$ cat config.mk
export PLATFORM = sky130hd
export DESIGN_NAME = mem_port_arbiter_flat
export DESIGN_NICKNAME = d
export VERILOG_FILES = /design/src/rtl/mem_port_arbiter_if.sv /design/src/rtl/mem_port_arbiter.sv /design/src/flat_wrapper.sv
export SDC_FILE = /design/constraint.sdc
export NUM_CORES = 1
export LEC_CHECK = 0
export CORE_AREA = 2 2 195 197
export DETAILED_ROUTE_END_ITERATION = 6
export DIE_AREA = 0 0 197 199
export DONT_BUFFER_PORTS = 1
export PLACE_DENSITY_LB_ADDON = 0.08
export SLEW_MARGIN = 25
export SYNTH_ARGS = -nofsm -noshare
export SYNTH_HDL_FRONTEND = slang
export SYNTH_SLANG_ARGS = --single-unit
$ cat constraint.sdc
create_clock -name clk -period 1.91 [get_ports clk]
set_input_delay 0.382 -clock clk [delete_from_list [all_inputs] [get_ports clk]]
set_output_delay 0.382 -clock clk [all_outputs]
set_load 0.02 [all_outputs]
$ cat src/rtl/mem_port_arbiter_if.sv
// Bundle of the fetch, load/store and memory-side signals of the unified memory port.
// The slave modport is the arbiter's view; master is the surrounding logic.
interface mem_port_arbiter_if #(
    parameter int ADDR_W = 64,
    parameter int DATA_W = 64
);
    logic              if_req;
    logic [ADDR_W-1:0] if_addr;
    logic              if_gnt;
    logic              if_rvalid;
    logic [31:0]       if_rdata;
    logic              if_err;

    logic              ls_req;
    logic              ls_we;
    logic [1:0]        ls_size;
    logic [ADDR_W-1:0] ls_addr;
    logic [DATA_W-1:0] ls_wdata;
    logic              ls_gnt;
    logic              ls_rvalid;
    logic              ls_err;
    logic [DATA_W-1:0] ls_rdata;

    logic              mem_req;
    logic              mem_we;
    logic [1:0]        mem_size;
    logic [ADDR_W-1:0] mem_addr;
    logic [DATA_W-1:0] mem_wdata;
    logic              mem_ack;
    logic              mem_rvalid;
    logic [DATA_W-1:0] mem_rdata;

    modport slave (
        input  if_req, if_addr,
        output if_gnt, if_rvalid, if_rdata, if_err,
        input  ls_req, ls_we, ls_size, ls_addr, ls_wdata,
        output ls_gnt, ls_rvalid, ls_err, ls_rdata,
        output mem_req, mem_we, mem_size, mem_addr, mem_wdata,
        input  mem_ack, mem_rvalid, mem_rdata
    );

    modport master (
        output if_req, if_addr,
        input  if_gnt, if_rvalid, if_rdata, if_err,
        output ls_req, ls_we, ls_size, ls_addr, ls_wdata,
        input  ls_gnt, ls_rvalid, ls_err, ls_rdata,
        input  mem_req, mem_we, mem_size, mem_addr, mem_wdata,
        output mem_ack, mem_rvalid, mem_rdata
    );
endinterface

$ cat src/rtl/mem_port_arbiter.sv
// Shares one memory port between fetch and load/store: grants in IDLE, drives the
// request until acked, waits for the response (with timeout) and returns it to the owner.
module mem_port_arbiter #(
    parameter int ADDR_W     = 64,
    parameter int DATA_W     = 64,
    parameter int MAX_STREAK = 4,
    parameter int TIMEOUT    = 16
) (
    input  logic                clk,
    input  logic                reset,
    mem_port_arbiter_if.slave   bus
);
    localparam int SW = $clog2(MAX_STREAK + 1);
    localparam int TW = $clog2(TIMEOUT);

    typedef enum logic [1:0] {S_IDLE, S_BUSY, S_WAIT, S_RESP} state_t;

    typedef struct packed {
        logic              own_ls;
        logic              we;
        logic [1:0]        size;
        logic [ADDR_W-1:0] addr;
        logic [DATA_W-1:0] wdata;
    } req_t;

    state_t            r_state, w_next;
    req_t              r_req;
    logic              r_err;
    logic [DATA_W-1:0] r_data;
    logic [SW-1:0]     r_streak;
    logic [TW-1:0]     r_tmo;

    logic              w_ls_mis, w_if_mis, w_starve, w_ls_win, w_if_win, w_tmo_hit;
    logic [DATA_W-1:0] w_mask;

    always_comb begin
        w_ls_mis = 1'b0;
        case (bus.ls_size)
            2'd0:    w_ls_mis = 1'b0;
            2'd1:    w_ls_mis = bus.ls_addr[0];
            2'd2:    w_ls_mis = |bus.ls_addr[1:0];
            default: w_ls_mis = |bus.ls_addr[2:0];
        endcase
    end

    assign w_if_mis  = |bus.if_addr[1:0];
    // Fetch jumps the queue once load/store has won MAX_STREAK times in a row over it
    assign w_starve  = bus.if_req && (r_streak == SW'(MAX_STREAK));
    assign w_ls_win  = reset && (r_state == S_IDLE) && bus.ls_req && !w_starve;
    assign w_if_win  = reset && (r_state == S_IDLE) && bus.if_req && !w_ls_win;
    assign w_tmo_hit = (r_tmo == TW'(TIMEOUT - 1));

    always_ff @(posedge clk or negedge reset) begin
        if (!reset) r_state <= S_IDLE;
        else        r_state <= w_next;
    end

    always_comb begin
        w_next = r_state;
        case (r_state)
            S_IDLE: begin
                if (w_ls_win)      w_next = w_ls_mis ? S_RESP : S_BUSY;
                else if (w_if_win) w_next = w_if_mis ? S_RESP : S_BUSY;
            end
            S_BUSY:  if (bus.mem_ack) w_next = S_WAIT;
            S_WAIT:  if (bus.mem_rvalid || w_tmo_hit) w_next = S_RESP;
            default: w_next = S_IDLE;
        endcase
    end

    always_ff @(posedge clk or negedge reset) begin
        if (!reset) begin
            r_req    <= '0;
            r_err    <= 1'b0;
            r_data   <= '0;
            r_streak <= '0;
            r_tmo    <= '0;
        end else begin
            if (w_ls_win) begin
                r_req    <= '{own_ls: 1'b1, we: bus.ls_we, size: bus.ls_size,
                              addr: bus.ls_addr, wdata: bus.ls_wdata};
                r_err    <= w_ls_mis;
                r_data   <= '0;
                if (!bus.if_req)                        r_streak <= '0;
                else if (r_streak != SW'(MAX_STREAK))   r_streak <= r_streak + 1'b1;
            end else if (w_if_win) begin
                r_req    <= '{own_ls: 1'b0, we: 1'b0, size: 2'd2,
                              addr: bus.if_addr, wdata: '0};
                r_err    <= w_if_mis;
                r_data   <= '0;
                r_streak <= '0;
            end
            if (r_state == S_BUSY) r_tmo <= '0;
            if (r_state == S_WAIT) begin
                r_tmo <= r_tmo + 1'b1;
                if (bus.mem_rvalid)  r_data <= bus.mem_rdata;
                else if (w_tmo_hit)  r_err  <= 1'b1;
            end
        end
    end

    always_comb begin
        w_mask = '1;
        case (r_req.size)
            2'd0:    w_mask = DATA_W'(8'hFF);
            2'd1:    w_mask = DATA_W'(16'hFFFF);
            2'd2:    w_mask = DATA_W'(32'hFFFF_FFFF);
            default: w_mask = '1;
        endcase
    end

    always_comb begin
        bus.if_gnt    = w_if_win;
        bus.ls_gnt    = w_ls_win;
        bus.if_rvalid = 1'b0;
        bus.if_err    = 1'b0;
        bus.if_rdata  = '0;
        bus.ls_rvalid = 1'b0;
        bus.ls_err    = 1'b0;
        bus.ls_rdata  = '0;
        bus.mem_req   = (r_state == S_BUSY);
        bus.mem_we    = r_req.we;
        bus.mem_size  = r_req.size;
        bus.mem_addr  = r_req.addr;
        bus.mem_wdata = r_req.wdata;
        if (r_state == S_RESP) begin
            if (r_req.own_ls) begin
                bus.ls_rvalid = 1'b1;
                bus.ls_err    = r_err;
                if (!r_err && !r_req.we) bus.ls_rdata = r_data & w_mask;
            end else begin
                bus.if_rvalid = 1'b1;
                bus.if_err    = r_err;
                if (!r_err) bus.if_rdata = r_data[31:0];
            end
        end
    end
endmodule

$ cat src/flat_wrapper.sv
// flat-port wrapper written by rule: the top's interface ports become plain ports
module mem_port_arbiter_flat 
#(
    parameter int ADDR_W     = 64,
    parameter int DATA_W     = 64,
    parameter int MAX_STREAK = 4,
    parameter int TIMEOUT    = 16
)
  (clk, reset, bus_if_req, bus_if_addr, bus_if_gnt, bus_if_rvalid, bus_if_rdata, bus_if_err, bus_ls_req, bus_ls_we, bus_ls_size, bus_ls_addr, bus_ls_wdata, bus_ls_gnt, bus_ls_rvalid, bus_ls_err, bus_ls_rdata, bus_mem_req, bus_mem_we, bus_mem_size, bus_mem_addr, bus_mem_wdata, bus_mem_ack, bus_mem_rvalid, bus_mem_rdata);
  mem_port_arbiter_if #(.ADDR_W(ADDR_W), .DATA_W(DATA_W)) bus_i ();
  input  logic clk;
  input  logic reset;
  input wire logic [$bits(bus_i.if_req)-1:0] bus_if_req;
  input wire logic [$bits(bus_i.if_addr)-1:0] bus_if_addr;
  output wire logic [$bits(bus_i.if_gnt)-1:0] bus_if_gnt;
  output wire logic [$bits(bus_i.if_rvalid)-1:0] bus_if_rvalid;
  output wire logic [$bits(bus_i.if_rdata)-1:0] bus_if_rdata;
  output wire logic [$bits(bus_i.if_err)-1:0] bus_if_err;
  input wire logic [$bits(bus_i.ls_req)-1:0] bus_ls_req;
  input wire logic [$bits(bus_i.ls_we)-1:0] bus_ls_we;
  input wire logic [$bits(bus_i.ls_size)-1:0] bus_ls_size;
  input wire logic [$bits(bus_i.ls_addr)-1:0] bus_ls_addr;
  input wire logic [$bits(bus_i.ls_wdata)-1:0] bus_ls_wdata;
  output wire logic [$bits(bus_i.ls_gnt)-1:0] bus_ls_gnt;
  output wire logic [$bits(bus_i.ls_rvalid)-1:0] bus_ls_rvalid;
  output wire logic [$bits(bus_i.ls_err)-1:0] bus_ls_err;
  output wire logic [$bits(bus_i.ls_rdata)-1:0] bus_ls_rdata;
  output wire logic [$bits(bus_i.mem_req)-1:0] bus_mem_req;
  output wire logic [$bits(bus_i.mem_we)-1:0] bus_mem_we;
  output wire logic [$bits(bus_i.mem_size)-1:0] bus_mem_size;
  output wire logic [$bits(bus_i.mem_addr)-1:0] bus_mem_addr;
  output wire logic [$bits(bus_i.mem_wdata)-1:0] bus_mem_wdata;
  input wire logic [$bits(bus_i.mem_ack)-1:0] bus_mem_ack;
  input wire logic [$bits(bus_i.mem_rvalid)-1:0] bus_mem_rvalid;
  input wire logic [$bits(bus_i.mem_rdata)-1:0] bus_mem_rdata;
  assign bus_i.if_req = bus_if_req;
  assign bus_i.if_addr = bus_if_addr;
  assign bus_if_gnt = bus_i.if_gnt;
  assign bus_if_rvalid = bus_i.if_rvalid;
  assign bus_if_rdata = bus_i.if_rdata;
  assign bus_if_err = bus_i.if_err;
  assign bus_i.ls_req = bus_ls_req;
  assign bus_i.ls_we = bus_ls_we;
  assign bus_i.ls_size = bus_ls_size;
  assign bus_i.ls_addr = bus_ls_addr;
  assign bus_i.ls_wdata = bus_ls_wdata;
  assign bus_ls_gnt = bus_i.ls_gnt;
  assign bus_ls_rvalid = bus_i.ls_rvalid;
  assign bus_ls_err = bus_i.ls_err;
  assign bus_ls_rdata = bus_i.ls_rdata;
  assign bus_mem_req = bus_i.mem_req;
  assign bus_mem_we = bus_i.mem_we;
  assign bus_mem_size = bus_i.mem_size;
  assign bus_mem_addr = bus_i.mem_addr;
  assign bus_mem_wdata = bus_i.mem_wdata;
  assign bus_i.mem_ack = bus_mem_ack;
  assign bus_i.mem_rvalid = bus_mem_rvalid;
  assign bus_i.mem_rdata = bus_mem_rdata;
  mem_port_arbiter #(.ADDR_W(ADDR_W), .DATA_W(DATA_W), .MAX_STREAK(MAX_STREAK), .TIMEOUT(TIMEOUT)) u_core (.clk(clk), .reset(reset), .bus(bus_i));
endmodule
Word level (Yosys, flattened, before mapping)
Index checks and enable logic that the tools add are counted.
- output and inout bits: 234
- register bits after elaboration: 206
- logic and storage cells: 89
- input bits: 265
- reductions and logical operators: 22
- $add $sub $neg: 2
- equal/unequal tests: 14
- bitwise gates (word level): 1
- mux-type cells: 40
- operators with widths (cell ; number):
    64-bit 2-to-1 mux ; 7
    132-bit 2-to-1 mux ; 2
    64-bit case mux with 3 select lines ; 1
    32-bit 2-to-1 mux ; 3
    64-bit AND ; 1
    1-bit 2-to-1 mux ; 13
    2-bit 2-to-1 mux ; 6
    3-bit 2-to-1 mux ; 4
    2-bit equality test, second input constant ; 4
    4-bit 2-to-1 mux ; 2
    1-bit logical AND ; 7
    2-bit by 1-bit equality test with 1-bit output, second input constant ; 3
    2-bit zero test ; 3
    3-bit != test, second input constant ; 2
    2-bit case mux with 3 select lines ; 1
    4-bit by 1-bit adder with 4-bit output, second input constant ; 1
    4-bit equality test, second input constant ; 1
    1-bit zero test ; 4
    2-bit by 1-bit != test with 1-bit output, second input constant ; 2
    2-bit nonzero test ; 2
    2-bit OR reduction ; 2
    3-bit by 1-bit adder with 3-bit output, second input constant ; 1
    3-bit equality test, second input constant ; 1
    3-bit by 2-bit != test with 1-bit output, second input constant ; 1
    other kinds (5) ; 5

Longest topological paths before layout
Gate-level depths: netlist of the first run.
- word-level depth: 11
- depth in mapped cells: 9

Least setup slack after synthesis of the first run
Ideal clock, no wire load.
- kind: register to output
- start: reg u_core.r_state[0]
- end: out bus_ls_rdata[33]
- arrival time: 1.602 ns
- cell stages (with the launch flop): 7
- setup slack: -0.074 ns
- buffers on the path: 1
- cell sequence: dfrtp_1 -> ha_1 -> and2_2 -> nor3b_4 -> and2_4 -> buf_6 -> and3_1
- cells in the longest elaborated chain, start to end: 2
- ends and longest elaborated chain (element ; line ; source):
    start, declared ; mem_port_arbiter.sv:26 ; state_t r_state, w_next;
    start signal, assigned ; mem_port_arbiter.sv:55 ; else r_state <= w_next;
    2-bit equality test ; mem_port_arbiter.sv:126 ; if (r_state == S_RESP) begin
    64-bit 2-to-1 mux ; mem_port_arbiter.sv:126 ;
    end, declared ; flat_wrapper.sv:27 ; output wire logic [$bits(bus_i.ls_rdata)-1:0] bus_ls_rdata;
No other way between the ends.

Worst setup path in the final report of the first run
- start: reg u_core.r_state[0]
- end: out bus_ls_rdata[56]
The elaborated chain is that of the path after synthesis.

==> PnR_summary.wiki, run 1 <==
{| class="wikitable"
! Metric !! Value
|-
| Portion of the post-synthesis area used by sequential elements || 0.522
|-
| Mean area per synthesized cell || 10.3 µm²
|-
| Clk Latency, worst-skew pair || 0.54 ns
|-
| Final Hold Vio Count || 206
|-
| Ratio of total power to cell area || 1390 nW/µm²
|-
| Total Routing Usage GR || 0.165
|-
| Via count of the first global-routing pass || 8264
|-
| Vias after detailed routing || 8157
|-
| Count of maximum capacitance violations || 0
|-
| WL final || 36.5 mm
|-
| Final-layout setup total negative slack || -82.97 ns
|-
| Ordered cell list for the critical path || ha_4 -> and2_4 -> nor3b_4 -> buf_12 -> and2_4 -> and3_4
|-
| Final routed wire length divided by cell count || 22.3 µm
|-
| Maximum count of clock buffers along a single path || 3
|-
| Relative max-transition margin || 0.252
|-
| Max Clk Rate || 0.404 GHz
|-
| Clock Sinks || 206
|-
| Startpoint types || flop
|-
| Count of input and output buffers || 0
|-
| Die W || 197 µm
|-
| Vert. Die Dim || 199 µm
|-
| Number of buffers inserted during clock tree synthesis || 25
|-
| Number of max-slew violations in the final report || 0
|-
| Share of cells above drive strength 1 || 0.246
|-
| Result of the run || finished with violations
|-
| Placeable core region || 37100 µm²
|-
| Post-route minimum period || 2.47 ns
|-
| Static Leak || 6.63 nW
|-
| Top cell family by delay on the critical path || simple AND/OR/NAND/NOR gates
|-
| Pin count of the biggest net entering global routing || 211
|-
| Worst hold slack || -0.452 ns
|-
| Mapped Nets || 1234
|-
| Starting density of the core || 0.266
|-
| Remaining DRCs || 5
|-
| VDD IR-drop max || 0.711 mV
|-
| Row count || 71
|-
| Slowest stage delay, CP || 0.39 ns
|-
| Critical path class || flop to output port
|-
| Clock skew || 0.0262 ns
|-
| GP Congestion || 0.764
|-
| Antenna violations before repair || 1
|-
| Total stage count of the critical path || 6
|-
| Num ports || 499
|-
| Yosys warning total || 0
|-
| Worst-path fanout max || 8
|-
| Type of destination of the critical path || output port
|-
| Post-synthesis instance total || 962
|-
| Clock input transition at the sequential cells of the worst setup and hold paths || 0.06 ns
|-
| Mapped cell area || 9870 µm²
|-
| Vias per cell || 4.98
|-
| Total congestion overflow after global routing || 0
|-
| CTS tree || done
|-
| Layout-stage area growth over the synthesis result || 47.3%
|-
| Hold Crit Class || primary input to async pin
|-
| Slew at the pin closest to its max-slew limit || 1.12 ns
|-
| Synthesized flop and latch total || 206
|-
| Layout net count || 1418
|-
| Final setup margin || -0.563 ns
|-
| Detailed-routing iteration count for the pre-antenna-repair pass || 7
|-
| Number of DRC markers after the initial detailed-route iteration || 694
|-
| Final count of negative-setup-slack endpoints || 295
|-
| Number of library cell types mapped by synthesis || 40
|-
| Max H-tree Level || 1
|-
| Floorplan die area || 39200 µm²
|-
| Number of cells on the worst reg-to-reg path || 14
|-
| Global-route wire length before repair || 49.6 mm
|-
| Critical Path Most Common Cell || and2_4
|-
| Arr. time, crit path || 2.09 ns
|-
| Power Total || 20.3 mW
|-
| Root Buffer || clkbuf_16
|-
| Antenna-violating nets left || 0
|-
| Number of filler instances in the final layout || 3524
|-
| Detailed-placement wirelength estimate || 21.7 mm
|-
| Violated checks || design-rule violations, negative hold slack, negative setup slack
|-
| # hold bufs at CTS || 245
|-
| CP max-delay cell || dfrtp_1
|-
| Critical path buffers and inverters || 1
|-
| Final cycle utilization of the critical path || 1.29
|-
| Worst endpoint required time || 1.53 ns
|-
| Setup repair after global routing missed its margin || yes
|}
==> what timing repair did <==
item | in CTS | in global routing
buffers inserted | 20 | 19
setup endpoints to repair | 231 | 291
hold endpoints to repair | 402 | 206
pin swaps | 61 | 30
resized for setup | 191 | 69
cloned | 13 | 17
==> area by class of cell <==
| type | count | area (µm²) | share of cell area |
|---|---|---|---|
| diodes | 1 | 2.50 | 0.000172 |
| inverters | 75 | 292 | 0.0200 |
| multi-input cells | 484 | 3610 | 0.248 |
| clock buffers | 37 | 701 | 0.0482 |
| repair buffers | 354 | 4140 | 0.285 |
| flip-flops and latches | 206 | 5160 | 0.355 |
| well taps | 474 | 593 | 0.0408 |
| clock inverters | 7 | 42.5 | 0.00292 |
==> flip-flops by register name, indices dropped and copies added (netlist names), 2 cells and up <==
signal,cells
u_core.bus.mem_wdata,64
u_core.r_streak,3
u_core.bus.mem_addr,64
u_core.r_tmo,4
u_core.r_state,2
u_core.bus.mem_size,2
u_core.r_data,64
==> worst reg2reg max path: stages (launching register included) <==
cell      delay (ns)
dfrtp_1         0.39
buf_4           0.13
buf_6           0.11
inv_4           0.04
ha_4            0.17
buf_6           0.12
nand3_4         0.08
nor2_4          0.08
buf_6           0.12
buf_6           0.11
buf_12          0.14
buf_12          0.13
buf_12          0.15
a222oi_1        0.29
inv_1           0.08
==> layer usage <==
metal / global-route usage / wire length (µm) / vias up / share of wire
li1: - / - / 3610 / -
met1: 0.193 / 14000 / 4035 / 0.38
met2: 0.290 / 18300 / 457 / 0.50
met3: 0.0424 / 3080 / 55 / 0.084
met4: 0.0640 / 1080 / 0 / 0.030
met5: 0 / 0 / - / 0
==> kinds of logic (layout without fill, tap and decap cells) <==
family,Yosys count,in the layout,synth area share
mux,1,1,0.00101
simple gates,254,257,0.128
other cells,0,1,0
fa+ha+maj,7,7,0.00887
buf+inv,275,473,0.167
flops,206,206,0.522
compound gates,219,219,0.173
==> path summary, 6_finish.rpt <==
path                                           startpoint                                  end  slack (ns)
max                         u_core.r_state[0]$_DFFE_PN0P_                     bus_ls_rdata[56]       -0.56
min reg2reg                u_core.r_streak[0]$_DFFE_PN0P_       u_core.r_streak[0]$_DFFE_PN0P_        0.51
max reg2reg                 u_core.r_state[0]$_DFFE_PN0P_   u_core.bus.mem_addr[3]$_DFFE_PN0P_       -0.36
min                                                 reset  u_core.bus.mem_addr[53]$_DFFE_PN0P_       -0.45
max in group asynchronous                           reset   u_core.bus.mem_size[1]$_DFFE_PN0P_        1.38
min in group clk                          bus_if_addr[18]  u_core.bus.mem_addr[18]$_DFFE_PN0P_        0.02
==> where the power goes <==
| part | total (mW) | internal [mW] | switching (mW) |
|---|---|---|---|
| sequential | 9.18 | 6.12 | 3.06 |
| clock | 4.37 | 2.53 | 1.84 |
| combinational | 6.71 | 3.58 | 3.13 |
| total | 20.3 | 12.2 | 8.02 |
==> layout by cell type, fill, tap and decap left out, types with 5 or more instances in the layout <==
cell type | Yosys | routed
dlygate4sd3_1 | 0 | 245
dfrtp_1 | 206 | 205
nand2_1 | 134 | 122
inv_1 | 75 | 72
a22o_1 | 66 | 66
a222oi_1 | 65 | 65
o21ai_1 | 66 | 62
and2_4 | 1 | 51
and3_4 | 0 | 44
clkbuf_16 | 0 | 37
buf_4 | 138 | 32
buf_12 | 0 | 25
buf_6 | 8 | 24
nand2_2 | 0 | 12
clkbuf_1 | 24 | 9
buf_16 | 0 | 7
o21ai_2 | 0 | 6
buf_8 | 0 | 6
and3_2 | 0 | 5
nand3_1 | 7 | 5
o21ai_0 | 7 | 5
clkinv_2 | 0 | 5
==> cell usage after synthesis <==
master | n | area [µm²]
a211oi_1 | 1 | 7.51
a21o_1 | 1 | 7.51
a21oi_1 | 3 | 15.0
a222oi_1 | 65 | 651
a22o_1 | 66 | 578
and2_1 | 50 | 313
and2_2 | 1 | 7.51
and2_4 | 1 | 8.76
and3_1 | 50 | 313
buf_1 | 3 | 11.3
buf_2 | 27 | 135
buf_4 | 138 | 1040
buf_6 | 8 | 90.1
clkbuf_1 | 24 | 90.1
dfrtp_1 | 206 | 5150
ha_1 | 7 | 87.6
inv_1 | 75 | 282
mux2i_1 | 1 | 10.0
nand2_1 | 134 | 503
nand2b_1 | 2 | 12.5
nand3_1 | 7 | 35.0
nor2_1 | 2 | 7.51
nor2_4 | 1 | 11.3
nor2b_1 | 1 | 6.26
nor3_1 | 1 | 5.00
nor3b_1 | 1 | 7.51
nor3b_4 | 1 | 18.8
o2111ai_1 | 1 | 8.76
o211a_1 | 1 | 10.0
o211ai_1 | 1 | 7.51
o211ai_2 | 1 | 12.5
o21a_1 | 1 | 7.51
o21ai_0 | 7 | 35.0
o21ai_1 | 66 | 330
o221a_2 | 1 | 11.3
o22ai_1 | 2 | 12.5
o2bb2ai_1 | 1 | 8.76
o32a_1 | 1 | 10.0
or3_1 | 1 | 6.26
or3b_1 | 1 | 8.76
==> metrics by stage <==
step	utilization	instances	setup WS (ns)	area [µm²]	hold slack, ns
after global placement	0.262	1284	-0.169	9740	0.0930
after floorplan	-	962	-0.0102	9910	0.0864
after global routing	0.392	1638	-0.644	14500	-0.489
after CTS	0.373	1605	-0.594	13800	-0.491
after detailed placement	0.262	1284	-0.212	9740	0.0912
final	0.392	1638	-0.563	14500	-0.452
Power figures use the tool's default switching activity.
==> run 2: changes to the inputs <==
--- a/config.mk
+++ b/config.mk
@@ -5,10 +5,12 @@
 export SDC_FILE = /design/constraint.sdc
 export NUM_CORES = 1
 export LEC_CHECK = 0
+export CAP_MARGIN = 20
 export CORE_AREA = 2 2 195 197
 export DETAILED_ROUTE_END_ITERATION = 6
 export DIE_AREA = 0 0 197 199
 export DONT_BUFFER_PORTS = 1
+export HOLD_SLACK_MARGIN = 0.08
 export PLACE_DENSITY_LB_ADDON = 0.08
 export SLEW_MARGIN = 25
 export SYNTH_ARGS = -nofsm -noshare
==> run 2 against run 1 <==
Effect of this change:
- the run still ends with design-rule violations, negative hold slack, negative setup slack left
- first-iteration DRC count is 6.8% lower
- setup slack barely moved
- combinational power decreased by 11%
- core utilization fell by 1.0 points
- cell count is 0.67% lower
- critical path depth stayed put
- largest cell class unchanged
- global-route usage grew 0.16 points
- sequential share of layout area increased by 0.97 points
- critical path type unchanged
- highest routed layer unchanged
- total power shrank 3.6%
- hold slack improved by 0.00084 ns
==> PnR_summary.wiki, run 2 (synthesized netlist as in run 1, its figures left out) <==
{| class="wikitable"
! Metric !! Value
|-
| Result of the run || finished with violations (unchanged)
|-
| Violated checks || design-rule violations, negative hold slack, negative setup slack (unchanged)
|-
| Clock skew || 0.0247 ns (was 0.0262 ns)
|-
| Number of placed instances, taps included || 1284 (unchanged)
|-
| Worst hold slack || -0.451 ns (was -0.452 ns)
|-
| Hold Crit Class || primary input to async pin (unchanged)
|-
| Via count of the first global-routing pass || 8347 (was 8264)
|-
| Number of antenna cells inserted || 0 (was 1)
|-
| Final routed wire length divided by cell count || 21.3 µm (was 22.3 µm)
|-
| Busiest grt layer || met2 (unchanged)
|-
| Number of DRC markers after the initial detailed-route iteration || 647 (was 694)
|-
| Top library cells by usage in the layout, fill and taps aside || dlygate4sd3_1, dfrtp_1, nand2_1 (unchanged)
|-
| Vias per cell || 4.96 (was 4.98)
|-
| Num ports || 499 (unchanged)
|-
| Detailed-routing iteration count for the pre-antenna-repair pass || 7 (unchanged)
|-
| Final cycle utilization of the critical path || 1.29 (about the same)
|-
| Layout net count || 1408 (was 1418)
|-
| Count of maximum capacitance violations || 0 (unchanged)
|-
| Final cell count without fillers || 1627 (was 1638)
|-
| Power Total || 19.5 mW (was 20.3 mW)
|-
| Commonest non-fill, non-tap cell in the layout || dlygate4sd3_1 (unchanged)
|-
| Max Clk Rate || 0.404 GHz (about the same)
|-
| CTS tree || done (unchanged)
|-
| Number of filler instances in the final layout || 3540 (was 3524)
|-
| Setup slack of the most critical reg-to-reg path || -0.38 ns (was -0.36 ns)
|-
| Area taken by multi-input logic gates || 3570 µm² (was 3610 µm²)
|-
| Worst-path fanout max || 8 (unchanged)
|-
| VDD IR-drop max || 0.707 mV (was 0.711 mV)
|-
| Fin area || 14200 µm² (was 14500 µm²)
|-
| Number of buffers inserted during clock tree synthesis || 25 (unchanged)
|-
| Total placed instance area || 9740 µm² (unchanged)
|-
| Post-route minimum period || 2.47 ns (about the same)
|-
| Row count || 71 (unchanged)
|-
| Layout-stage area growth over the synthesis result || 43.4% (was 47.3%)
|-
| Final setup margin || -0.563 ns (about the same)
|-
| Antenna-violating nets left || 0 (unchanged)
|-
| # hold bufs at CTS || 260 (was 245)
|-
| Placeable core region || 37100 µm² (unchanged)
|-
| Maximum count of clock buffers along a single path || 3 (unchanged)
|-
| Relative max-transition margin || 0.715 (was 0.252)
|-
| Clock Sinks || 206 (unchanged)
|-
| Static Leak || 6.43 nW (was 6.63 nW)
|-
| Pin count of the biggest net entering global routing || 211 (unchanged)
|-
| Final Hold Vio Count || 206 (unchanged)
|-
| Clock input transition at the sequential cells of the worst setup and hold paths || 0.06 ns (about the same)
|-
| Total congestion overflow after global routing || 0 (unchanged)
|-
| Vias after detailed routing || 8064 (was 8157)
|-
| Root Buffer || clkbuf_16 (unchanged)
|-
| Global-route wire length before repair || 50.1 mm (was 49.6 mm)
|-
| Final count of negative-setup-slack endpoints || 273 (was 295)
|-
| Vert. Die Dim || 199 µm (unchanged)
|-
| Die W || 197 µm (unchanged)
|-
| Remaining DRCs || 18 (was 5)
|-
| Number of max-slew violations in the final report || 0 (unchanged)
|-
| WL final || 34.6 mm (was 36.5 mm)
|-
| GR met1 Demand/Resource || 0.193 (about the same)
|-
| Max H-tree Level || 1 (unchanged)
|-
| Share of cells above drive strength 1 || 0.216 (was 0.246)
|-
| Starting density of the core || 0.266 (unchanged)
|-
| Number of cells on the worst reg-to-reg path || 12 (was 14)
|-
| Slew at the pin closest to its max-slew limit || 0.428 ns (was 1.12 ns)
|-
| Global routing usage on met3 || 0.0426 (was 0.0424)
|-
| Setup repair after global routing missed its margin || yes (unchanged)
|-
| Ratio of total power to cell area || 1380 nW/µm² (was 1390 nW/µm²)
|-
| Type of destination of the critical path || output port (unchanged)
|-
| Dpl ws || -0.212 ns (unchanged)
|-
| Clk Latency, worst-skew pair || 0.53 ns (was 0.54 ns)
|-
| Startpoint types || flop (unchanged)
|-
| Final-layout setup total negative slack || -66.83 ns (was -82.97 ns)
|-
| Antenna violations before repair || 0 (was 1)
|-
| Total Routing Usage GR || 0.167 (was 0.165)
|-
| Arr. time, crit path || 2.09 ns (about the same)
|-
| Worst endpoint required time || 1.53 ns (about the same)
|-
| GP Congestion || 0.764 (unchanged)
|-
| Met2 capacity usage during global routing || 0.299 (was 0.290)
|-
| Count of input and output buffers || 0 (unchanged)
|-
| Floorplan die area || 39200 µm² (unchanged)
|-
| Detailed-placement wirelength estimate || 21.7 mm (unchanged)
|-
| Critical path class || flop to output port (unchanged)
|-
| Register area || 5160 µm² (unchanged)
|}
-- run 2: cell types whose count changed in the layout (fill, tap and decap cells not counted), sizes merged --
cell	change
clkbuf	-12
buf	-15
bufbuf	+2
diode	-1
dlygate4sd3	+15
-- run 2: timing repair --
item | CTS | global route
resized for setup | 191 | 24
hold endpoints to repair | 402 | 206
pin swaps | 61 | 22
setup buffers | 20 | 8
gates cloned | 13 | 0
endpoints found under the setup margin | 231 | 291
-- run 2: layout make-up --
class / instances / share of cell area
tap: 474 / 0.0419
multi-input combinational: 484 / 0.253
clock buffer: 37 / 0.0495
timing repair buffer: 344 / 0.268
inverter: 75 / 0.0204
clock inverter: 7 / 0.00301
sequential: 206 / 0.364
-- run 2: final timing paths --
path	from	endpoint
max reg2reg	u_core.r_state[0]$_DFFE_PN0P_	u_core.bus.mem_addr[49]$_DFFE_PN0P_
min	reset	u_core.bus.mem_addr[53]$_DFFE_PN0P_
min reg2reg	u_core.r_tmo[0]$_DFFE_PN0P_	u_core.r_tmo[0]$_DFFE_PN0P_
max in group asynchronous	reset	u_core.bus.mem_wdata[37]$_DFFE_PN0P_
max	u_core.r_state[0]$_DFFE_PN0P_	bus_ls_rdata[56]
min in group clk	bus_if_addr[0]	u_core.r_err$_DFF_PN0_
-- run 2: power by group --
part / internal (mW) / switching (mW)
clock network: 2.53 / 1.83
logic: 3.12 / 2.88
registers: 6.12 / 3.04
total: 11.8 / 7.75
-- run 2: through the flow --
stage | utilization | hold WS [ns]
floorplan | - | 0.0864
global placement | 0.262 | 0.0930
detailed placement | 0.262 | 0.0912
CTS | 0.377 | -0.491
global route | 0.381 | -0.489
finish | 0.381 | -0.451
-- run 2: critical path, cell delays in order, from the launching register on --
cell and delay [ns]:
dfrtp_1 0.39, ha_4 0.15, and2_4 0.13, nor3b_4 0.23, buf_12 0.17, and2_4 0.23, and3_4 0.25
-- run 2: layer usage --
layer	wire, µm	vias up
met5	0	-
met4	843	0
met3	2910	41
met2	17900	446
met1	13000	3994
li1	-	3583
==> run 3: changes to the inputs <==
--- a/config.mk
+++ b/config.mk
@@ -11,7 +11,6 @@
 export DIE_AREA = 0 0 197 199
 export DONT_BUFFER_PORTS = 1
 export HOLD_SLACK_MARGIN = 0.08
-export PLACE_DENSITY_LB_ADDON = 0.08
 export SLEW_MARGIN = 25
 export SYNTH_ARGS = -nofsm -noshare
 export SYNTH_HDL_FRONTEND = slang
==> run 3 against run 2 <==
Effect of this change:
- the flow finishes with violations (negative hold slack, negative setup slack)
- die area unchanged
- largest cell class unchanged
- clock power is 1% higher
- sequential share of layout area decreased by 0.17 points
- largest power group unchanged
==> PnR_summary.wiki, run 3 (synthesized netlist as in run 1, its figures left out) <==
{| class="wikitable"
! Metric !! Value
|-
| Clk Latency, worst-skew pair || 0.53 ns (about the same)
|-
| Floorplan die area || 39200 µm² (unchanged)
|-
| Worst endpoint required time || 1.53 ns (about the same)
|-
| Critical path class || flop to output port (unchanged)
|-
| Detailed-placement wirelength estimate || 19.3 mm (was 21.7 mm)
|-
| Share of cells above drive strength 1 || 0.214 (was 0.216)
|-
| Layout-stage area growth over the synthesis result || 44.0% (was 43.4%)
|-
| Violated checks || negative hold slack, negative setup slack (was design-rule violations, negative hold slack, negative setup slack)
|-
| Maximum count of clock buffers along a single path || 3 (unchanged)
|-
| Number of DRC markers after the initial detailed-route iteration || 776 (was 647)
|-
| Total congestion overflow after global routing || 0 (unchanged)
|-
| Global-route wire length before repair || 49.5 mm (was 50.1 mm)
|-
| Static Leak || 6.50 nW (was 6.43 nW)
|-
| Hold Crit Class || primary input to async pin (unchanged)
|-
| Final count of negative-setup-slack endpoints || 263 (was 273)
|-
| Pin count of the biggest net entering global routing || 211 (unchanged)
|-
| Setup repair after global routing missed its margin || yes (unchanged)
|-
| Placeable core region || 37100 µm² (unchanged)
|-
| Final cell count without fillers || 1640 (was 1627)
|-
| Detailed-routing iteration count for the pre-antenna-repair pass || 6 (was 7)
|-
| Number of buffers inserted during clock tree synthesis || 24 (was 25)
|-
| GP Congestion || 0.840 (was 0.764)
|-
| WL final || 36.8 mm (was 34.6 mm)
|-
| Relative max-transition margin || 0.706 (was 0.715)
|-
| Top library cells by usage in the layout, fill and taps aside || dlygate4sd3_1, dfrtp_1, nand2_1 (unchanged)
|-
| GR met1 Demand/Resource || 0.186 (was 0.193)
|-
| Number of placed instances, taps included || 1282 (was 1284)
|-
| Final routed wire length divided by cell count || 22.4 µm (was 21.3 µm)
|-
| Antenna-violating nets left || 0 (unchanged)
|-
| Worst-path fanout max || 8 (unchanged)
|-
| Final-layout setup total negative slack || -59.73 ns (was -66.83 ns)
|-
| Number of max-slew violations in the final report || 0 (unchanged)
|-
| Max H-tree Level || 1 (unchanged)
|-
| Total Routing Usage GR || 0.163 (was 0.167)
|-
| Post-route minimum period || 2.45 ns (was 2.47 ns)
|-
| Vias after detailed routing || 8399 (was 8064)
|-
| Busiest grt layer || met2 (unchanged)
|-
| Slew at the pin closest to its max-slew limit || 0.439 ns (was 0.428 ns)
|-
| CTS tree || done (unchanged)
|-
| Clock skew || 0.0171 ns (was 0.0247 ns)
|-
| Startpoint types || flop (unchanged)
|-
| Vert. Die Dim || 199 µm (unchanged)
|-
| Type of destination of the critical path || output port (unchanged)
|-
| Global routing usage on met3 || 0.0400 (was 0.0426)
|-
| Via count of the first global-routing pass || 8521 (was 8347)
|-
| Setup slack of the most critical reg-to-reg path || -0.30 ns (was -0.38 ns)
|-
| VDD IR-drop max || 0.994 mV (was 0.707 mV)
|-
| Max Clk Rate || 0.408 GHz (was 0.404 GHz)
|-
| Clock input transition at the sequential cells of the worst setup and hold paths || 0.07 ns (was 0.06 ns)
|-
| Final Hold Vio Count || 206 (unchanged)
|-
| Row count || 71 (unchanged)
|-
| # hold bufs at CTS || 261 (was 260)
|-
| Count of maximum capacitance violations || 0 (unchanged)
|-
| Final setup margin || -0.540 ns (was -0.563 ns)
|-
| Clock Sinks || 206 (unchanged)
|-
| Commonest non-fill, non-tap cell in the layout || dlygate4sd3_1 (unchanged)
|-
| Arr. time, crit path || 2.07 ns (was 2.09 ns)
|-
| Die W || 197 µm (unchanged)
|-
| Worst hold slack || -0.437 ns (was -0.451 ns)
|-
| Starting density of the core || 0.266 (unchanged)
|-
| Vias per cell || 5.12 (was 4.96)
|-
| Final cycle utilization of the critical path || 1.28 (was 1.29)
|-
| Remaining DRCs || 0 (was 18)
|-
| Result of the run || finished with violations (unchanged)
|-
| Num ports || 499 (unchanged)
|-
| Antenna violations before repair || 2 (was 0)
|-
| Ratio of total power to cell area || 1390 nW/µm² (was 1380 nW/µm²)
|-
| Count of input and output buffers || 0 (unchanged)
|-
| Root Buffer || clkbuf_16 (unchanged)
|-
| Met2 capacity usage during global routing || 0.289 (was 0.299)
|-
| Layout net count || 1417 (was 1408)
|}
-- run 3: cell count changes in the layout (fill, tap and decap cells not counted), moves of 4 or more --
| cell | previous run | this run |
|---|---|---|
| o21ai_2 | 6 | 1 |
| diode_2 | 0 | 4 |
| and2_4 | 51 | 41 |
| buf_12 | 20 | 14 |
| buf_4 | 35 | 43 |
| o21ai_1 | 60 | 65 |
| and2_2 | 4 | 14 |
-- run 3: layout make-up --
cell class | count | area (µm²)
antenna | 4 | 10.0
clock buffer | 38 | 734
multi-input combinational | 485 | 3560
inverter | 75 | 287
sequential | 206 | 5160
timing repair buffer | 353 | 3850
tap | 474 | 593
clock inverter | 5 | 27.5
fill | 3409 | 22900
-- run 3: where the power goes --
group          total [mW]  internal (mW)  switching, mW
registers            9.15           6.12           3.03
logic                6.21           3.11           3.10
clock network        4.42           2.62           1.80
total                19.8           11.9           7.92
-- run 3: worst max-delay path, stage by stage, from the launching register on --
cell	delay, ns
dfrtp_1	0.40
ha_4	0.15
and2_4	0.14
nor3b_4	0.18
buf_6	0.17
and2_4	0.24
and3_2	0.27
-- run 3: per-stage QoR --
step           hold WS, ns  setup slack (ns)  utilization  power, mW  area (µm²)
2_1_floorplan       0.0864           -0.0102            -       13.4        9910
3_5_place_dp        0.0936            -0.127        0.259       13.5        9620
5_1_grt             -0.465            -0.599        0.383       20.8       14200
6_report            -0.437            -0.540        0.383       19.8       14200
4_1_cts             -0.476            -0.529        0.374       19.2       13900
3_3_place_gp        0.0928           -0.0699        0.259       13.3        9620
-- run 3: per-layer routing --
layer,vias up,wire length (µm),share of wire
met2,561,18800,0.51
li1,3599,-,-
met1,4158,13500,0.37
met4,0,1240,0.034
met5,-,0,0
met3,81,3180,0.086
-- run 3: final timing paths --
check                                              startpoint                              endpoint  cells past startpoint
worst max-delay path            u_core.r_state[0]$_DFFE_PN0P_                      bus_ls_rdata[42]                      6
worst min-delay path                                    reset   u_core.bus.mem_addr[58]$_DFFE_PN0P_                      0
worst max register to register  u_core.r_state[0]$_DFFE_PN0P_   u_core.bus.mem_addr[20]$_DFFE_PN0P_                     12
worst min register to register    u_core.r_tmo[0]$_DFFE_PN0P_           u_core.r_tmo[0]$_DFFE_PN0P_                      1
max in group asynchronous                               reset  u_core.bus.mem_wdata[49]$_DFFE_PN0P_                      0
min in group clk                               bus_mem_rvalid                u_core.r_err$_DFF_PN0_                      2
-- run 3: repair_timing --
action / CTS / global route
buffers inserted: 18 / 15
gates resized for setup: 164 / 53
gates cloned: 14 / 8
setup endpoints to repair: 210 / 266
pin swaps: 87 / 48
hold endpoints to repair: 403 / 206
